<file path="src/rtl/cascada_ab.sv">
// High-nibble stage of a cascaded 8-bit counter: tracks the upper nibble from the low stage's carry.
// Optional saturating wrap-event counter enabled by defining CASCADA_WRAP_COUNT_EN.
module cascada_ab (
  input  logic       clk,
  input  logic       reset_L,
  input  logic       enable,
  input  logic [1:0] modo,
  input  logic [7:0] D,
  input  logic [3:0] Q_lo,
  input  logic       rco_lo,
  output logic [7:0] Q,
  output logic       rco,
  output logic [1:0] estado,
  output logic [3:0] wraps
);

  typedef enum logic [1:0] {
    IDLE  = 2'b00,
    COUNT = 2'b01,
    LOAD  = 2'b10,
    BAD   = 2'b11
  } state_t;

  state_t     state;
  logic [3:0] hi;
  logic       load;
  logic       step;
  logic       at_end;
  logic       unused_d;

  assign unused_d = ^D[3:0];

  always_comb begin
    load   = enable && (modo == 2'b11);
    // A load on the same edge as a low-nibble carry wins, so no count and no rco.
    step   = (state == COUNT) && enable && rco_lo && !load;
    at_end = (modo == 2'b01) ? (hi == 4'h0) : (hi == 4'hF);
  end

  always_ff @(posedge clk) begin
    if (!reset_L) begin
      state <= IDLE;
      hi    <= '0;
      rco   <= 1'b0;
    end else begin
      case (state)
        IDLE:    state <= enable ? (load ? LOAD : COUNT) : IDLE;
        COUNT:   state <= !enable ? IDLE : (load ? LOAD : COUNT);
        LOAD:    state <= (enable && !load) ? COUNT : IDLE;
        default: state <= IDLE;
      endcase

      if (load)
        hi <= D[7:4];
      else if (step)
        hi <= (modo == 2'b01) ? hi - 4'd1 : hi + 4'd1;

      rco <= step && at_end;
    end
  end

`ifdef CASCADA_WRAP_COUNT_EN
  // Counts wrap events on the same edge that raises rco, so wraps and rco move together.
  always_ff @(posedge clk) begin
    if (!reset_L)
      wraps <= '0;
    else if (load)
      wraps <= '0;
    else if (step && at_end && (wraps != 4'hF))
      wraps <= wraps + 4'd1;
  end
`else
  assign wraps = '0;
`endif

  assign Q      = {hi, Q_lo};
  assign estado = state;

endmodule

</file>
<file path="config.mk">
export PLATFORM = sky130hd
export DESIGN_NAME = cascada_ab
export DESIGN_NICKNAME = d
export VERILOG_FILES = /design/src/rtl/cascada_ab.sv
export SDC_FILE = /design/constraint.sdc
export NUM_CORES = 1
export LEC_CHECK = 0
export CORE_AREA = 8 8 45 47
export DETAILED_ROUTE_END_ITERATION = 8
export DIE_AREA = 0 0 53 55
export HOLD_SLACK_MARGIN = 0.1
export PLACE_DENSITY = 0.77
export SLEW_MARGIN = 20
export SYNTH_ARGS = -nofsm -noshare
export SYNTH_HDL_FRONTEND = slang
export SYNTH_SLANG_ARGS = --single-unit
export TNS_END_PERCENT = 100
</file>
<file path="constraint.sdc">
create_clock -name clk -period 1.96 [get_ports clk]
set_input_delay 0.392 -clock clk [delete_from_list [all_inputs] [get_ports clk]]
set_output_delay 0.392 -clock clk [all_outputs]
set_load 0.005 [all_outputs]
</file>
==> results.cfg <==
[setup_path]
cpMaxStageDelayCell = clkdlybuf4s50_1
slowest_delay_ns = 0.55
worstPathRequired_ns = 2.10
worstSetupStartpointType = primary input
timing_worst_setup_path_type = primary input to register
arrival_ns = 1.81
r2r_cells = 3
critPathMaxFanout = 3
cp_cell_sequence = clkdlybuf4s50_1 -> nand2b_4 -> or4_4 -> nor4bb_1 -> a211o_1
end_kind = register

[logic_synthesis]
ys_seq_elements = 7
ys_types = 26
synth_top_cell_by_area = dfxtp_1
synth_top_flop_cell = dfxtp_1
synthTopCellsByCount = 8 x buf_4, 7 x dfxtp_1, 4 x nor2_1
avgSynthCellArea_sq_um = 8.91
ys_seq_area_frac = 0.315
synth_edf_count = 0
yosys.area.top_type_share = 0.315
yosys_warnings = 0
synth_area_sq_um = 445
synth_most_common_cell = buf_4
async_flop_share = 0
synth_area_leaders = dfxtp_1 31%, buf_4 13%, mux2i_1 4.5%
syn_inst = 50

[sta]
final_hold_viol_count = 0
slew_viol_final = 0
setup_violations = 0
tns_ns = 0
layout_setup_ws_ns = 0.290
rsz0062_at_grt = false
fin_crit_sh = 0.852
timing.hold.ws_ns = 0.477
min_period_ns = 1.67
fin_worst_skew_ns = 0.000641
fmax_mhz = 599

[floorplanning]
dieHeight_um = 55
ios = 33
core-area_sq_mm = 0.00138
die_w_um = 53
start_util = 0.322
rows = 14
die-area_sq_mm = 0.00292

[worst_hold_path]
holdPathStages = 1
hp-class = register to register

[clock_network]
root_buffer = clkbuf_4
cts_setup_buffers = 0
cts_sinks = 7
cts_tree = yes
clk_pin_slew_ns = 0.05
cts_resized = 0
clock_path_buffers = 2
clk_latency_ns = 0.25
cts_inserted_buffers = 3
ctsHoldBuffers = 0
h-tree-depth = 1

[drt]
viasPerCell = 4.87
drt-initial-drc-count = 6
drtPass1Iterations = 4
dr_total_vias = 414
ant_nets = 0
routed_wl_um = 1070
routedWlPerCell_um = 12.6
route.detailed.drc = 0

[power]
finalPower_uw = 360
vdd_drop_max_mv = 0.337
p_leak_uw = 0.000262
power.density_mw_per_mm2 = 569

[global_routing]
grt_antenna_before_repair = 0
grt_pass1_vias = 410
grt_usage = 0.0854
overflow = 0
grt_max_degree = 7
grt_first_pass_wirelength_um = 1810

[placement]
pre_cts_ws_ns = 0.0219
placed_area_sq_um = 607
place_congestion = 0.759
io_buffers = 16
dp_hpwl_um = 877

[cells_and_area]
final_cell_area_sq_um = 633
antenna_cells = 0
layout-drive-gt1-share = 0.159
nets = 89
synthToLayoutAreaGrowth_pct = 42.1

[run]
drv_cap = 0

[run_status]
run_status = completed
where the power goes:
part           switching (uW)  total [uW]  internal [uW]  leakage, uW
combinational            27.0        73.5           46.5     0.000190
clock                    54.2         132           77.7    0.0000150
sequential               6.73         155            148    0.0000571
metrics by stage:
stage / utilization / std cells
after floorplan: - / 53
final: 0.458 / 85
after global placement: 0.439 / 81
after global routing: 0.458 / 85
after detailed placement: 0.439 / 81
after CTS: 0.458 / 85
cells in the final DEF, fill, tap and decap left out, types with 3 or more instances in the layout:
cell / Yosys / final
clkdlybuf4s50_1: 0 / 16
conb_1: 1 / 4
clkbuf_4: 0 / 3
buf_4: 8 / 4
nor2_1: 4 / 4
dfxtp_1: 7 / 7
nand2_1: 3 / 3
registers in the layout (all words and copies together), names as in the netlist:
signal	cells
estado	2
hi	4
rco	1
logic make-up after synthesis:
| kind of cell | Yosys count | share of synthesized area |
|---|---|---|
| adder cells (fa/ha/maj) | 1 | 0.0281 |
| multiplexers | 3 | 0.0702 |
| AND/OR/NAND/NOR | 17 | 0.244 |
| other | 1 | 0.00842 |
| buffers and inverters | 10 | 0.152 |
| AO/OA/AOI/OAI | 9 | 0.143 |
| XOR/XNOR | 2 | 0.0393 |
| flip-flops | 7 | 0.315 |
layout make-up:
| class | instances | area [sq um] |
|---|---|---|
| Timing Repair Buffer | 20 | 190 |
| Clock buffer | 4 | 26.3 |
| Inverter | 2 | 7.51 |
| Sequential cell | 7 | 140 |
| Fill cell | 143 | 751 |
| Tap cell | 16 | 20.0 |
| Multi-Input combinational cell | 36 | 249 |
per-layer routing:
metal | part of all wire | vias up | track usage
met1 | 0.41 | 190 | 0.0887
met3 | 0.11 | 0 | 0.0615
met2 | 0.47 | 16 | 0.127
li1 | - | 208 | -
met5 | 0 | - | 0
met4 | 0 | 0 | 0.0431
critical path: cells and delay by family:
family	cells	cell delay (ns)
buffers and inverters	1	0.55
and+or+nand+nor	3	0.66
AOI/OAI and AO/OA	1	0.22
final timing paths:
kind / slack (ns) / endpoint / from
max: 0.29 / hi[3] / modo[0]
min: 0.48 / estado[1] / estado[1]
max reg2reg: 0.59 / hi[3] / hi[2]
min reg2reg: 0.48 / estado[1] / estado[1]
(Power assumes the default switching activity.)
